File: src/rtl/mvm_seq_pkg.sv
// Shared types and derived-size helpers for the MVM sequencer.
package mvm_seq_pkg;

  typedef enum logic [1:0] {
    IDLE = 2'd0,
    LOAD = 2'd1,
    RUN  = 2'd2
  } state_t;

  // Number of Bw-wide beats needed to fill a VxV matrix.
  function automatic int calc_mat_words(input int v, input int bw);
    return (v * v) / bw;
  endfunction

  // Number of B-wide blocks per V-element vector.
  function automatic int calc_blks(input int v, input int b);
    return v / b;
  endfunction

endpackage

File: src/rtl/mvm_seq_ctrl.sv
// Sequencer between host streams and the early-out MVM datapath: loads the
// matrix, frames vector blocks, bounds vectors in flight, registers results.
module mvm_seq_ctrl
  import mvm_seq_pkg::*;
#(
  parameter int V            = 256,
  parameter int N            = 8,
  parameter int B            = 16,
  parameter int Bw           = 8,
  parameter int S            = 48,
  parameter int MAX_INFLIGHT = 4
) (
  input  logic            i_clk,
  input  logic            i_reset,
  input  logic            i_load_start,
  input  logic [Bw*N-1:0] i_mat_data,
  input  logic            i_mat_valid,
  output logic            o_mat_ready,
  input  logic [B*N-1:0]  i_vec_data,
  input  logic            i_vec_valid,
  output logic            o_vec_ready,
  output logic            o_loaded,
  output logic            o_busy,
  output logic [Bw*N-1:0] o_mvm_matrix,
  output logic            o_mvm_matrix_wren,
  output logic            o_mvm_matrix_wrpause,
  output logic [B*N-1:0]  o_mvm_v,
  output logic            o_mvm_first,
  output logic            o_mvm_last,
  output logic            o_mvm_pause,
  input  logic [S-1:0]    i_mvm_sum,
  input  logic            i_mvm_first,
  input  logic            i_mvm_last,
  input  logic            i_mvm_pause,
  output logic [S-1:0]    o_res_data,
  output logic            o_res_valid,
  output logic            o_res_first,
  output logic            o_res_last
);

  localparam int MAT_WORDS = calc_mat_words(V, Bw);
  localparam int BLKS      = calc_blks(V, B);
  localparam int WCW       = (MAT_WORDS > 1) ? $clog2(MAT_WORDS) : 1;
  localparam int BCW       = (BLKS > 1) ? $clog2(BLKS) : 1;
  localparam int IFW       = $clog2(MAX_INFLIGHT + 1);

  state_t           r_state, w_next;
  logic [WCW-1:0]   r_word_cnt;
  logic [BCW-1:0]   r_blk_cnt;
  logic [IFW-1:0]   r_inflight;

  logic w_mat_ready, w_vec_ready;
  logic w_mat_acc, w_vec_acc;
  logic w_last_word, w_blk_first, w_blk_last;
  logic w_enter_load, w_inc, w_dec;

  assign w_last_word  = (r_word_cnt == WCW'(MAT_WORDS - 1));
  assign w_blk_first  = (r_blk_cnt == '0);
  assign w_blk_last   = (r_blk_cnt == BCW'(BLKS - 1));

  // Mid-vector blocks are always admitted so an open vector can finish;
  // only the start of a new vector is gated by the in-flight limit.
  assign w_mat_ready  = (r_state == LOAD);
  assign w_vec_ready  = (r_state == RUN) &&
                        (!w_blk_first || (r_inflight < IFW'(MAX_INFLIGHT)));
  assign w_mat_acc    = w_mat_ready && i_mat_valid;
  assign w_vec_acc    = w_vec_ready && i_vec_valid;
  assign w_enter_load = (r_state != LOAD) && (w_next == LOAD);
  assign w_inc        = w_vec_acc && w_blk_first;
  assign w_dec        = i_mvm_last && !i_mvm_pause;

  assign o_mat_ready  = w_mat_ready;
  assign o_vec_ready  = w_vec_ready;
  assign o_busy       = (r_state == LOAD) || (r_inflight != '0) || !w_blk_first;

  // State register.
  always_ff @(posedge i_clk or posedge i_reset) begin
    if (i_reset) r_state <= IDLE;
    else         r_state <= w_next;
  end

  // Next state; a reload from RUN waits for a fully quiet datapath.
  always_comb begin
    w_next = r_state;
    case (r_state)
      IDLE: if (i_load_start) w_next = LOAD;
      LOAD: if (w_mat_acc && w_last_word) w_next = RUN;
      RUN:  if (i_load_start && w_blk_first && (r_inflight == '0) && !w_vec_acc)
              w_next = LOAD;
      default: w_next = IDLE;
    endcase
  end

  // Matrix word counter and resident flag.
  always_ff @(posedge i_clk or posedge i_reset) begin
    if (i_reset) begin
      r_word_cnt <= '0;
      o_loaded   <= 1'b0;
    end else begin
      if (w_enter_load)   r_word_cnt <= '0;
      else if (w_mat_acc) r_word_cnt <= r_word_cnt + 1'b1;
      if (w_mat_acc && w_last_word) o_loaded <= 1'b1;
      else if (w_enter_load)        o_loaded <= 1'b0;
    end
  end

  // Matrix write port: every LOAD cycle is a write slot, paused when no beat.
  always_ff @(posedge i_clk or posedge i_reset) begin
    if (i_reset) begin
      o_mvm_matrix         <= '0;
      o_mvm_matrix_wren    <= 1'b0;
      o_mvm_matrix_wrpause <= 1'b0;
    end else begin
      o_mvm_matrix_wren    <= w_mat_ready;
      o_mvm_matrix_wrpause <= w_mat_ready && !i_mat_valid;
      if (w_mat_ready) o_mvm_matrix <= i_mat_data;
    end
  end

  // Vector framing toward the datapath; data holds across pauses.
  always_ff @(posedge i_clk or posedge i_reset) begin
    if (i_reset) begin
      o_mvm_v     <= '0;
      o_mvm_first <= 1'b0;
      o_mvm_last  <= 1'b0;
      o_mvm_pause <= 1'b1;
      r_blk_cnt   <= '0;
    end else if (w_vec_acc) begin
      o_mvm_v     <= i_vec_data;
      o_mvm_first <= w_blk_first;
      o_mvm_last  <= w_blk_last;
      o_mvm_pause <= 1'b0;
      r_blk_cnt   <= w_blk_last ? '0 : r_blk_cnt + 1'b1;
    end else begin
      o_mvm_first <= 1'b0;
      o_mvm_last  <= 1'b0;
      o_mvm_pause <= 1'b1;
    end
  end

  // Vectors started but not yet retired by the datapath; saturates at zero.
  always_ff @(posedge i_clk or posedge i_reset) begin
    if (i_reset) begin
      r_inflight <= '0;
    end else begin
      case ({w_inc, w_dec})
        2'b10:   r_inflight <= r_inflight + 1'b1;
        2'b01:   if (r_inflight != '0) r_inflight <= r_inflight - 1'b1;
        default: r_inflight <= r_inflight;
      endcase
    end
  end

  a_no_underflow: assert property (@(posedge i_clk) disable iff (i_reset)
    !(w_dec && !w_inc && (r_inflight == '0)));

  // Result stage: one register behind the datapath, framing gated by pause.
  always_ff @(posedge i_clk or posedge i_reset) begin
    if (i_reset) begin
      o_res_data  <= '0;
      o_res_valid <= 1'b0;
      o_res_first <= 1'b0;
      o_res_last  <= 1'b0;
    end else begin
      o_res_data  <= i_mvm_sum;
      o_res_valid <= !i_mvm_pause;
      o_res_first <= i_mvm_first && !i_mvm_pause;
      o_res_last  <= i_mvm_last && !i_mvm_pause;
    end
  end

endmodule
File: config.mk
export PLATFORM = sky130hd
export DESIGN_NAME = mvm_seq_ctrl
export DESIGN_NICKNAME = d
export VERILOG_FILES = /design/src/rtl/mvm_seq_pkg.sv /design/src/rtl/mvm_seq_ctrl.sv
export SDC_FILE = /design/constraint.sdc
export NUM_CORES = 1
export LEC_CHECK = 0
export ABC_AREA = 0
export CORE_MARGIN = 2
export CORE_UTILIZATION = 23
export CTS_CLUSTER_SIZE = 8
export DETAILED_ROUTE_END_ITERATION = 8
export SLEW_MARGIN = 20
export SYNTH_ARGS = -nofsm -noshare
export SYNTH_HDL_FRONTEND = slang
export SYNTH_SLANG_ARGS = --single-unit
export TNS_END_PERCENT = 100
File: constraint.sdc
create_clock -name i_clk -period 13.22 [get_ports i_clk]
set_input_delay 2.644 -clock i_clk [delete_from_list [all_inputs] [get_ports i_clk]]
set_output_delay 2.644 -clock i_clk [all_outputs]
set_load 0.02 [all_outputs]
# Yosys cells after proc, flatten, opt, wreduce, memory -nomap -nowiden
# Cells that the tools add are included.
# word_totals
ff_bits	271
input_bits	248
wordCells	71
# classes
add_sub_neg	4
n_lt_le_gt_ge	1
n_eq_ne	9
muxes	14
reduce_logical	27
# op_table
cell	n
$mux 13	2
$add 13x1->13 const B	1
$eq 13x13->1 const B	1
$logic_and 1x1->1	12
$eq 2x1->1 const B	3
$mux 2	3
$pmux 2 s3	1
$pmux 3 s2	1
$reduce_bool 2->1	3
$mux 1	5
$add 4x1->4 const B	1
$eq 2x2->1 const B	2
$eq 4x4->1 const B	1
$logic_not 1->1	4
$logic_not 4->1	1
$mux 4	1
$add 3x1->3 const B	1
$logic_not 3->1	1
$logic_or 1x1->1	3
$lt 3x3->1 const B	1
$mux 3	1
$reduce_bool 3->1	1
$sub 3x1->3 const B	1
$logic_not 2->1	1
3 further kinds	3

# Depth between registers and ports, before layout
# Gate-level depths: netlist (run 1).
# logic_depth
word_depth	13
mapped_depth	9

# Least setup slack after synthesis (run 1)
# No wires, ideal clock.
# synth_timing
kind	in2reg
startpoint	input port i_mvm_last
endpoint	register r_inflight[1]
arrival_ns	4.039
setup_slack_ns	9.046
stages	7
cell_sequence	nor2b_1 > a21boi_0 > inv_1 > fa_1 > inv_1 > o221ai_1 > o21ai_0
# synth_between
elab_chain_cells	4
word_cells_on_any_way	7
# synth_rtl
element	line_no	text
from (decl)	mvm_seq_ctrl.sv:33	input logic i_mvm_last,
$logic_and 1x1->1 *	mvm_seq_ctrl.sv:70	assign w_dec = i_mvm_last && !i_mvm_pause;
$eq 2x1->1 / $eq 2x2->1 (equally long branches)	mvm_seq_ctrl.sv:146	case ({w_inc, w_dec})
$ne 2x2->1 (no line) / $reduce_bool 2->1 (equally long branches)	n/a	
$reduce_and 2->1 (no line)	n/a	
to (signal assigned)	mvm_seq_ctrl.sv:147	2'b10: r_inflight <= r_inflight + 1'b1;
to (signal assigned)	mvm_seq_ctrl.sv:148	2'b01: if (r_inflight != '0) r_inflight <= r_inflight - 1'b1;
to (signal assigned)	mvm_seq_ctrl.sv:149	default: r_inflight <= r_inflight;
to (decl)	mvm_seq_ctrl.sv:50	logic [IFW-1:0] r_inflight;
# Mark *: on every way between the ends. The rest lies on a longest branch, timed or not.
# A chain may end at the register's enable or synchronous reset.

# Worst setup path after layout (run 1)
# layout_timing
startpoint	register r_state[1]
endpoint	output port o_mat_ready
# layout_between
elab_chain_cells	1
# layout_rtl
element	line_no	text
from (decl)	mvm_seq_ctrl.sv:47	state_t r_state, w_next;
from (signal assigned)	mvm_seq_ctrl.sv:79	else r_state <= w_next;
$eq 2x1->1	mvm_seq_ctrl.sv:63	assign w_mat_ready = (r_state == LOAD);
to (decl)	mvm_seq_ctrl.sv:18	output logic o_mat_ready,
# No other way between the ends.

==> summary.txt, run 1 <==
STA
  – Final hold violations: 0
  – RSZ-0062 raised after global routing: no
  – Final Setup Violations: 0
  – Fmax: 0.193 GHz
  – Sum of negative setup slack: 0 ns
  – Final slew viol count: 0
  – Worst slew margin: 0.364
  – Worst-Margin Slew: 0.954 ns
  – Fin Clk Skew: 0.0192 ns
  – Final Cycle Share: 0.391
  – Period minus WS final: 5.17 ns

Route
  – Drt initial violations: 369
  – DRC: 0
  – Vias per cell: 4.05
  – First drt pass iteration count: 6
  – Met2 WL: 14.0 mm
  – Max layer used: met5
  – Met3 WL: 3.22 mm
  – Detailed Route WL: 29.3 mm
  – WL/cell: 15.7 um
  – Total number of vias: 7582
  – Post-DRT Antenna Nets: 0
  – DRT met1 WL: 11.4 mm

Clock network
  – Clk slew on worst S/H paths: 0.05 ns
  – Cts bufs inserted: 40
  – CTS H-Tree Depth: 2
  – Clk_lat worst skew: 0.54 ns
  – CTS tree: done
  – Hold buffer count at cts: 0
  – Root Buffer: clkbuf_16
  – CTS resizes: 0
  – Postcts setup bufs: 0
  – Clk sink count: 271
  – CTS max path bufs: 3

Setup path
  – Crit-path max FO: 66
  – CP Launch Type: flip-flop
  – Worst path required time: 10.58 ns
  – Crit Path Category: reg -> out
  – CP arrival: 2.53 ns
  – Reg2Reg Launch Point: r_blk_cnt[0]
  – R2R Setup Slk: 10.12 ns
  – Worst Setup End Kind: output port
  – Worst path slowest cell: clkdlybuf4s50_1
  – Worst r2r dst: o_mvm_v[54]
  – Worst R2R Path Depth: 7
  – Slowest cell delay on critical path: 0.73 ns
  – Crit-path cells: nand2b_2 -> inv_2 -> buf_4 -> clkdlybuf4s50_1

Logic synthesis
  – Largest family of logic cells by synthesized area: multiplexers
  – Synth top cells by count: dfrtp_1, nand2_1, mux2_2, mux2_1, inv_1
  – Synth warnings: 0
  – EDFF count, synth: 0
  – Largest cells by area after synthesis: dfrtp_1, mux2_2, nand2_1, mux2_1, buf_6
  – #FFs+latches synth: 271
  – Mapped Nets: 1010
  – Post-synthesis sequential area ratio: 0.681
  – Post-Synth Adder-Cell Area: 0.00578
  – Post-Synthesis Cells: 758
  – Mux cell area share after synthesis: 0.151
  – Synth Area in Compound Gates: 0.0246
  – Average size of a mapped cell: 13.1 um2
  – Post-synth top area cell: dfrtp_1
  – Synthesized area: 0.00996 mm2
  – Post-synth ARST share: 1.00
  – Count leader, synth: dfrtp_1
  – Area share of the largest cell type after synthesis: 0.679
  – XOR/XNOR Fraction of Synth Area: 0.00176
  – Most used DFF post-synth: dfrtp_1
  – Simple-Gate Fraction of Synth Area: 0.109
  – Synth cell types: 47

Floorplan
  – Rows: 76
  – Die H: 212 um
  – Initial cell density of the core: 0.232
  – Placeable Area: 0.0429 mm2
  – Full die area: 0.0450 mm2
  – IO Pins: 500
  – Die Wd: 212 um

Power and ir drop
  – Leak: 7.60 nW
  – VDD IR max: 0.0876 mV
  – Pwr dens: 127 mW/mm2

Global route
  – GRT Residual Overflow: 0
  – Largest net degree at the start of global routing: 148
  – Global Route Usage Sum: 0.126
  – Initial antenna violation count: 3
  – First-pass GRT wire length: 44.1 mm
  – Vias in the first global route: 7872

Hold path
  – Hold worst-path end: o_mvm_matrix[3]
  – Hold path startpoint: o_mvm_matrix[3]
  – Hold depth: 2
  – Hold crit path type: reg -> reg

Layout
  – Layout cell share with drive strength beyond 1: 0.105
  – Layout Cells excl Fill: 1871
  – Fillers: 4131
  – Fin nets: 1523
  – Layout area overhead: 67.4%

Run
  – Max Cap Violations: 0

Placement
  – RePlAce Congestion: 0.750
  – DP HPWL: 20.9 mm
  – Number of port buffers: 499
  – Number of cells after detailed placement: 1814

Outcome
  – Status: completed
-- logic make-up (layout without fill, tap and decap cells) --
| logic type | count (synthesis) | in the layout |
|---|---|---|
| AND/OR/NAND/NOR | 255 | 255 |
| AO/OA/AOI/OAI | 39 | 39 |
| flip-flops | 271 | 271 |
| buffers and inverters | 53 | 580 |
| adder cells (fa/ha/maj) | 4 | 4 |
| XOR/XNOR | 2 | 2 |
| other | 0 | 1 |
| multiplexers | 134 | 134 |
-- layout by cell type (no fill, tap or decap), types with 3 or more instances in the layout --
| cell | instances |
|---|---|
| a21oi_1 | 9 |
| and4_1 | 4 |
| buf_4 | 4 |
| clkbuf_1 | 10 |
| clkbuf_16 | 41 |
| clkdlybuf4s50_1 | 499 |
| dfrtp_1 | 270 |
| ha_1 | 3 |
| inv_1 | 18 |
| mux2_1 | 54 |
| mux2_2 | 75 |
| mux2i_1 | 5 |
| nand2_1 | 203 |
| nand3_1 | 7 |
| nand4_1 | 5 |
| nor2_1 | 15 |
| o21ai_0 | 14 |
-- worst max-delay path by stage --
| stage | cells past startpoint | startpoint | endpoint |
|---|---|---|---|
| floorplan | 1 | i_reset | o_loaded |
| global placement | 6 | i_vec_valid | o_mvm_v[58] |
| detailed placement | 6 | i_vec_valid | o_mvm_v[54] |
| CTS | 4 | r_state[1] | o_mat_ready |
| global route | 4 | r_state[1] | o_mat_ready |
| finish | 4 | r_state[1] | o_mat_ready |
-- flip-flops by register name (all words and copies together), names as in the netlist --
name / count
r_blk_cnt: 4
o_mvm_matrix_wrpause: 1
o_loaded: 1
o_mvm_first: 1
o_res_last: 1
o_mvm_matrix_wren: 1
o_mvm_v: 128
r_inflight: 3
o_mvm_matrix: 64
o_mvm_last: 1
o_res_valid: 1
o_mvm_pause: 1
o_res_data: 48
r_word_cnt: 13
o_res_first: 1
r_state: 2
-- where the power goes --
group | internal, W | switching [W] | total [W]
Combinational | 0.000146 | 0.000131 | 0.000276
Clock | 0.000567 | 0.000356 | 0.000923
Sequential | 0.000876 | 0.0000354 | 0.000912
Total | 0.00159 | 0.000522 | 0.00211
-- final cells by class --
class | instances | area [um2] | area share
multi-input cells | 434 | 2910 | 0.175
clock inverters | 3 | 22.5 | 0.00135
clock buffers | 53 | 1090 | 0.0654
repair buffers | 504 | 5040 | 0.303
diodes | 1 | 2.50 | 0.000150
inverters | 20 | 82.6 | 0.00495
well taps | 585 | 732 | 0.0439
flip-flops and latches | 271 | 6780 | 0.407
-- per-stage QoR --
stage | instance area [um2] | setup WS [ns] | hold WS, ns | util | total power [W]
after global placement | 15600 | 7.56 | 0.456 | 0.363 | 0.00120
after global routing | 16700 | 7.87 | 0.492 | 0.389 | 0.00222
after floorplan | 9960 | 3.11 | 0.492 | - | 0.00104
after CTS | 16700 | 7.97 | 0.473 | 0.389 | 0.00215
final | 16700 | 8.05 | 0.468 | 0.389 | 0.00211
after detailed placement | 15600 | 7.52 | 0.461 | 0.363 | 0.00120
-- critical path: cells and delay by family, from the launching register on --
family                 cells  cell delay, ns
buffers and inverters      3            1.29
flip-flops                 1            0.44
AND/OR/NAND/NOR            1            0.22
-- metal layers --
metal	GRT usage	vias to the layer above
li1	-	3538
met4	0.0396	2
met1	0.145	3661
met3	0.0573	54
met5	0	-
met2	0.209	327
No activity file was read; power rests on OpenSTA's default activity.
==> run 2, diff against run 1 <==
==> constraint.sdc (replaced) <==
create_clock -name i_clk -period 4.9 [get_ports i_clk]
set_input_delay 0.98 -clock i_clk [delete_from_list [all_inputs] [get_ports i_clk]]
set_output_delay 0.98 -clock i_clk [all_outputs]
set_load 0.02 [all_outputs]
==> run 2 against run 1 <==
  * Non-clock buffer count up 7
  * Via count grew 1.0%
  * First-iteration DRC count shrank 20%
  * Global-route usage up 0.59 points
  * Critical path depth is 1 higher
  * Sequential cell count is the same
  * Die area unchanged
  * Combinational power grew to 2.7 times the previous value
  * Final cell count is 0.37% higher
  * Wire length rose by 3.7%
  * Worst hold slack better by 0.00068 ns
  * Critical path type unchanged
  * Largest cell class unchanged
  * Largest power group unchanged
==> summary.txt, run 2 (same netlist as run 1, synthesis figures left out) <==
STA
  – Fmax: 0.302 GHz
  – Sum of negative setup slack: 0 ns (unchanged)
  – RSZ-0062 raised after global routing: no
  – Period minus WS final: 3.31 ns
  – Worst slew margin: 0.500 (+0.136)
  – Final Setup Violations: 0 (unchanged)
  – WHS: 0.469 ns (+0.000683 ns)
  – Worst-Margin Slew: 0.748 ns (-0.205 ns)
  – Fin Clk Skew: 0.0249 ns (+0.00577 ns)
  – Final hold violations: 0 (unchanged)
  – Final Cycle Share: 0.676
  – Final slew viol count: 0 (unchanged)

Setup path
  – Crit Path Category: reg -> out
  – CP Launch Type: flip-flop
  – Crit-path max FO: 4 (-94%)
  – Worst Setup End Kind: output port
  – Worst R2R Path Depth: 9 (+2)
  – CP arrival: 2.33 ns (-0.20 ns)
  – Reg2Reg Launch Point: r_blk_cnt[0]
  – Worst r2r dst: r_inflight[2]
  – Worst path required time: 3.92 ns (-6.66 ns)
  – R2R Setup Slk: 2.56 ns (-7.56 ns)

Clock network
  – Postcts setup bufs: 0 (unchanged)
  – CTS resizes: 0 (unchanged)
  – CTS tree: done
  – CTS max path bufs: 3 (unchanged)
  – Root Buffer: clkbuf_16
  – Clk sink count: 271 (unchanged)
  – Hold buffer count at cts: 0 (unchanged)
  – Clk slew on worst S/H paths: 0.05 ns (about the same)
  – Clk_lat worst skew: 0.54 ns (about the same)
  – CTS H-Tree Depth: 2 (unchanged)
  – Cts bufs inserted: 40 (unchanged)

Power and ir drop
  – Clock power share: 0.436 (about the same)
  – Switching part of the total power: 0.249 (+0.00168)
  – Reg power frac: 0.431 (about the same)
  – Pwr dens: 341 mW/mm2 (+170%)
  – NetSw: 0.00142 W (+170%)
  – Logic pwr share: 0.133 (+0.002)
  – Cell-internal power: 0.00428 W (+170%)
  – Leak: 7.63 nW (+0.41%)
  – VDD IR max: 0.207 mV (+140%)

Floorplan
  – Rows: 76 (unchanged)
  – Placeable Area: 0.0429 mm2 (unchanged)
  – IO Pins: 500 (unchanged)
  – Initial cell density of the core: 0.232 (unchanged)
  – Full die area: 0.0450 mm2 (unchanged)
  – Die Wd: 212 um (unchanged)
  – Die H: 212 um (unchanged)

Global route
  – Largest net degree at the start of global routing: 94 (-36%)
  – GRT Residual Overflow: 0 (unchanged)
  – Global Route Usage Sum: 0.132 (+0.00592)
  – Initial antenna violation count: 1 (-2)
  – Vias in the first global route: 8261 (+4.9%)
  – First-pass GRT wire length: 46.3 mm (+5.0%)

Route
  – Detailed Route WL: 30.4 mm (+3.7%)
  – DRC: 0 (unchanged)
  – First drt pass iteration count: 4 (-2)
  – Vias per cell: 4.08 (+0.64%)
  – Total number of vias: 7659 (+1.0%)
  – Post-DRT Antenna Nets: 0 (unchanged)
  – Drt initial violations: 297 (-20%)
  – WL/cell: 16.2 um (+3.3%)

Run
  – Max Cap Violations: 0 (unchanged)

Layout
  – Fin nets: 1530 (+0.46%)
  – Max reg flops: 128 (unchanged)
  – Commonest non-fill, non-tap cell in the layout: clkdlybuf4s50_1
  – Layout cell share with drive strength beyond 1: 0.109 (+0.00399)
  – ANT cells: 0 (-1)
  – Biggest regs: o_mvm_v: 128 flops, o_mvm_matrix: 64 flops, o_res_data: 48 flops
  – Top reg by flops: o_mvm_v
  – Layout area overhead: 68.1%
  – Commonest non-fill, non-tap cells in the layout: clkdlybuf4s50_1, dfrtp_1, nand2_1, mux2_2, mux2_1

Placement
  – Number of port buffers: 499 (unchanged)
  – RePlAce Congestion: 0.780 (+3.9%)
  – DP HPWL: 22.1 mm (+5.7%)

Hold path
  – Hold worst-path end: o_mvm_matrix[27]
  – Hold path startpoint: o_mvm_matrix[27]
  – Hold crit path type: reg -> reg
  – Hold depth: 2 (unchanged)

Outcome
  – Status: completed
## run 2: cell count changes in the layout (fill, tap and decap cells not counted), sizes merged
cell	before	now
diode	1	0
clkinvlp	0	1
clkbuf	53	54
inv	22	21
buf	5	12
## run 2: area by class of cell
| class | count | area [um2] |
|---|---|---|
| fill | 4114 | 26100 |
| inverter | 20 | 78.8 |
| multi-input combinational | 434 | 2910 |
| timing repair buffer | 511 | 5120 |
| tap | 585 | 732 |
| clock buffer | 54 | 1080 |
| sequential | 271 | 6780 |
| clock inverter | 3 | 22.5 |
## run 2: routing by layer
layer  global-route usage  vias to the layer above  part of all wire
li1                     -                     3545                 -
met1                0.146                     3706              0.38
met2                0.221                      353              0.48
met3               0.0591                       55              0.12
met4               0.0537                        0             0.028
met5                    0                        -                 0
## run 2: power groups by stage
stage | combinational, W | clock [W] | sequential [W]
after CTS | 0.000769 | 0.00259 | 0.00246
after floorplan | 0.000223 | 0 | 0.00257
final | 0.000756 | 0.00249 | 0.00246
after global placement | 0.000758 | 0 | 0.00249
after detailed placement | 0.000766 | 0 | 0.00249
after global routing | 0.000826 | 0.00269 | 0.00247
## run 2: worst max-delay path by stage
stage                       startpoint            end  slack [ns]  cells past startpoint
after floorplan                i_reset       o_loaded        0.34                      1
after global placement     i_mvm_pause  r_inflight[1]        1.70                      8
after detailed placement   i_mvm_pause  r_inflight[1]        1.60                      8
after CTS                 r_blk_cnt[0]         o_busy        1.51                      5
after global routing      r_blk_cnt[0]         o_busy        1.43                      5
final                     r_blk_cnt[0]         o_busy        1.59                      5
## run 2: stage by stage
| step | instances | utilization | area, um2 | total power (W) | setup WS, ns |
|---|---|---|---|---|---|
| floorplan | 758 | - | 9960 | 0.00280 | 0.339 |
| global placement | 1821 | 0.364 | 15600 | 0.00324 | 1.70 |
| detailed placement | 1821 | 0.364 | 15600 | 0.00326 | 1.60 |
| CTS | 1878 | 0.390 | 16700 | 0.00582 | 1.51 |
| global route | 1878 | 0.390 | 16700 | 0.00599 | 1.43 |
| finish | 1878 | 0.390 | 16700 | 0.00570 | 1.59 |
## run 2: worst max-delay path: stages (launching register included)
cell	delay, ns
dfrtp_1	0.40
inv_1	0.11
ha_1	0.18
nor4b_2	0.39
nand3_1	0.13
clkdlybuf4s50_1	0.58
==> run 3, diff against run 2 <==
==> constraint.sdc (replaced) <==
create_clock -name i_clk -period 2.81 [get_ports i_clk]
set_input_delay 0.562 -clock i_clk [delete_from_list [all_inputs] [get_ports i_clk]]
set_output_delay 0.562 -clock i_clk [all_outputs]
set_load 0.02 [all_outputs]
==> run 3 against run 2 <==
  * Global-route usage about the same
  * Largest power group unchanged
  * Highest routed layer is now met5
  * Core utilization up 0.40 points
  * Combinational power increased by 76%
  * Sequential share of layout area shrank 0.41 points
==> summary.txt, run 3 (same netlist as run 1, synthesis figures left out) <==
Outcome
  – Status: completed

Layout
  – Layout area overhead: 69.8%
  – Biggest regs: o_mvm_v: 128 flops, o_mvm_matrix: 64 flops, o_res_data: 48 flops
  – Fillers: 4111 (-0.073%)
  – Max reg flops: 128 (unchanged)
  – Commonest non-fill, non-tap cells in the layout: clkdlybuf4s50_1, dfrtp_1, nand2_1, mux2_2, mux2_1
  – Top reg by flops: o_mvm_v
  – Fin nets: 1539 (+0.59%)
  – Layout cell share with drive strength beyond 1: 0.115 (+0.00625)
  – Post-layout util: 0.394 (+0.00400)
  – Commonest non-fill, non-tap cell in the layout: clkdlybuf4s50_1
  – Multi-input gate area: 0.00293 mm2 (+0.52%)
  – Layout Cells excl Fill: 1888 (+0.53%)
  – Reg area: 0.00678 mm2 (unchanged)

Placement
  – RePlAce Congestion: 0.759 (-2.6%)
  – Number of port buffers: 499 (unchanged)
  – DP HPWL: 22.4 mm (+1.2%)
  – Number of cells after detailed placement: 1830 (+0.49%)
  – Worst slack at placement: 0.130 ns (-1.47 ns)

Setup path
  – Crit-path max FO: 4 (unchanged)
  – Crit Path Category: reg -> out
  – CP Launch Type: flip-flop
  – Worst Setup End Kind: output port
  – CP arrival: 2.04 ns (-0.29 ns)
  – Worst path required time: 2.25 ns (-1.67 ns)

Floorplan
  – Initial cell density of the core: 0.232 (unchanged)
  – Die Wd: 212 um (unchanged)
  – Full die area: 0.0450 mm2 (unchanged)
  – Placeable Area: 0.0429 mm2 (unchanged)
  – IO Pins: 500 (unchanged)
  – Rows: 76 (unchanged)
  – Die H: 212 um (unchanged)

Route
  – Detailed Route WL: 30.4 mm (about the same)
  – Post-DRT Antenna Nets: 0 (unchanged)
  – Drt initial violations: 306 (+3.0%)
  – First drt pass iteration count: 4 (unchanged)
  – WL/cell: 16.1 um (-0.54%)
  – DRC: 0 (unchanged)
  – Total number of vias: 7682 (+0.30%)
  – Vias per cell: 4.07 (-0.23%)

Clock network
  – Clk_lat worst skew: 0.54 ns (about the same)
  – CTS tree: done
  – Clk slew on worst S/H paths: 0.05 ns (about the same)
  – Clk sink count: 271 (unchanged)
  – Postcts setup bufs: 0 (unchanged)
  – Root Buffer: clkbuf_16
  – Cts bufs inserted: 40 (unchanged)
  – CTS H-Tree Depth: 2 (unchanged)
  – CTS max path bufs: 3 (unchanged)

Power and ir drop
  – Overall Power: 0.00994 W (+74%)
  – VDD IR max: 0.352 mV (+70%)
  – Pwr dens: 588 mW/mm2 (+73%)
  – Leak: 7.70 nW (+0.88%)

STA
  – Worst slew margin: 0.501 (+0.00117)
  – RSZ-0062 raised after global routing: no
  – Final Cycle Share: 0.928
  – Worst-Margin Slew: 0.748 ns (-0.000179 ns)
  – WHS: 0.385 ns (-0.0839 ns)
  – Period minus WS final: 2.61 ns
  – Final Setup Violations: 0 (unchanged)
  – Final WS setup: 0.203 ns (-1.39 ns)
  – Final slew viol count: 0 (unchanged)
  – Final hold violations: 0 (unchanged)
  – Fin Clk Skew: 0.0126 ns (-0.0123 ns)
  – Fmax: 0.384 GHz

Global route
  – GR Layer Usage met1: 0.145 (-0.00101)
  – First-pass GRT wire length: 46.2 mm (-0.30%)
  – Vias in the first global route: 8129 (-1.6%)
  – Gr busiest metal: met2
  – Met3 Use GR: 0.0662 (+0.00709)
  – Global Route Usage Sum: 0.132 (about the same)
  – Initial antenna violation count: 2 (+1)
  – Largest net degree at the start of global routing: 67 (-29%)
  – GRT Residual Overflow: 0 (unchanged)
  – Met2 Usage GRT: 0.224 (+0.00294)

Hold path
  – Hold crit path type: in -> async

Run
  – Max Cap Violations: 0 (unchanged)
run 3: cell types whose count changed in the layout (fill, tap and decap cells not counted), moves of 2 or more:
cell             change
diode_2              +2
buf_12               +7
clkdlybuf4s50_1      -2
buf_4                +2
dlygate4sd2_1        +2
run 3: cell type report:
cell class,count,area share
clock inverter,3,0.00148
timing repair buffer,520,0.312
multi-input combinational,434,0.173
clock buffer,53,0.0639
sequential,271,0.401
tap,585,0.0433
antenna,2,0.000296
inverter,20,0.00466
run 3: metal layers:
metal / part of all wire / wire length (um) / vias up
li1: - / - / 3574
met1: 0.38 / 11400 / 3719
met2: 0.48 / 14700 / 341
met3: 0.12 / 3750 / 46
met4: 0.019 / 565 / 2
met5: 0.00043 / 13 / -
run 3: what timing repair did:
| item | CTS | global route |
|---|---|---|
| hold endpoints to repair | 0 | 0 |
| hold buffers | 0 | 0 |
| resized for setup | 4 | 0 |
| setup endpoints to repair | 2 | 0 |
run 3: path summary, 6_finish.rpt:
check	to	start	slack (ns)	cells after the start
worst min register to register	o_mvm_matrix[12]	o_mvm_matrix[12]	0.47	2
worst min-delay path	o_mvm_v[94]	i_reset	0.38	2
worst max register to register	r_inflight[1]	r_blk_cnt[0]	0.53	9
min in group i_clk	o_res_data[41]	i_mvm_sum[41]	0.46	1
max in group asynchronous	o_mvm_pause	i_reset	1.63	3
worst max-delay path	o_busy	r_blk_cnt[0]	0.20	5
run 3: worst max-delay path: stages, from the launching register on:
cell and delay, ns:
dfrtp_1 0.40, inv_1 0.12, ha_1 0.21, nor4b_4 0.32, nand3_1 0.11, dlygate4sd2_1 0.35
run 3: stage by stage:
stage / cell area (um2) / setup TNS [ns]
floorplan: 9960 / -360.19
CTS: 16900 / 0
global route: 16900 / 0
detailed placement: 15800 / 0
global placement: 15800 / 0
finish: 16900 / 0
run 3: where the power goes:
| part | leakage (nW) | switching, W | internal (W) | total [W] |
|---|---|---|---|---|
| logic | 3.67 | 0.000624 | 0.000708 | 0.00133 |
| registers | 3.49 | 0.000169 | 0.00412 | 0.00429 |
| clock network | 0.535 | 0.00167 | 0.00265 | 0.00432 |
| total | 7.70 | 0.00247 | 0.00748 | 0.00994 |
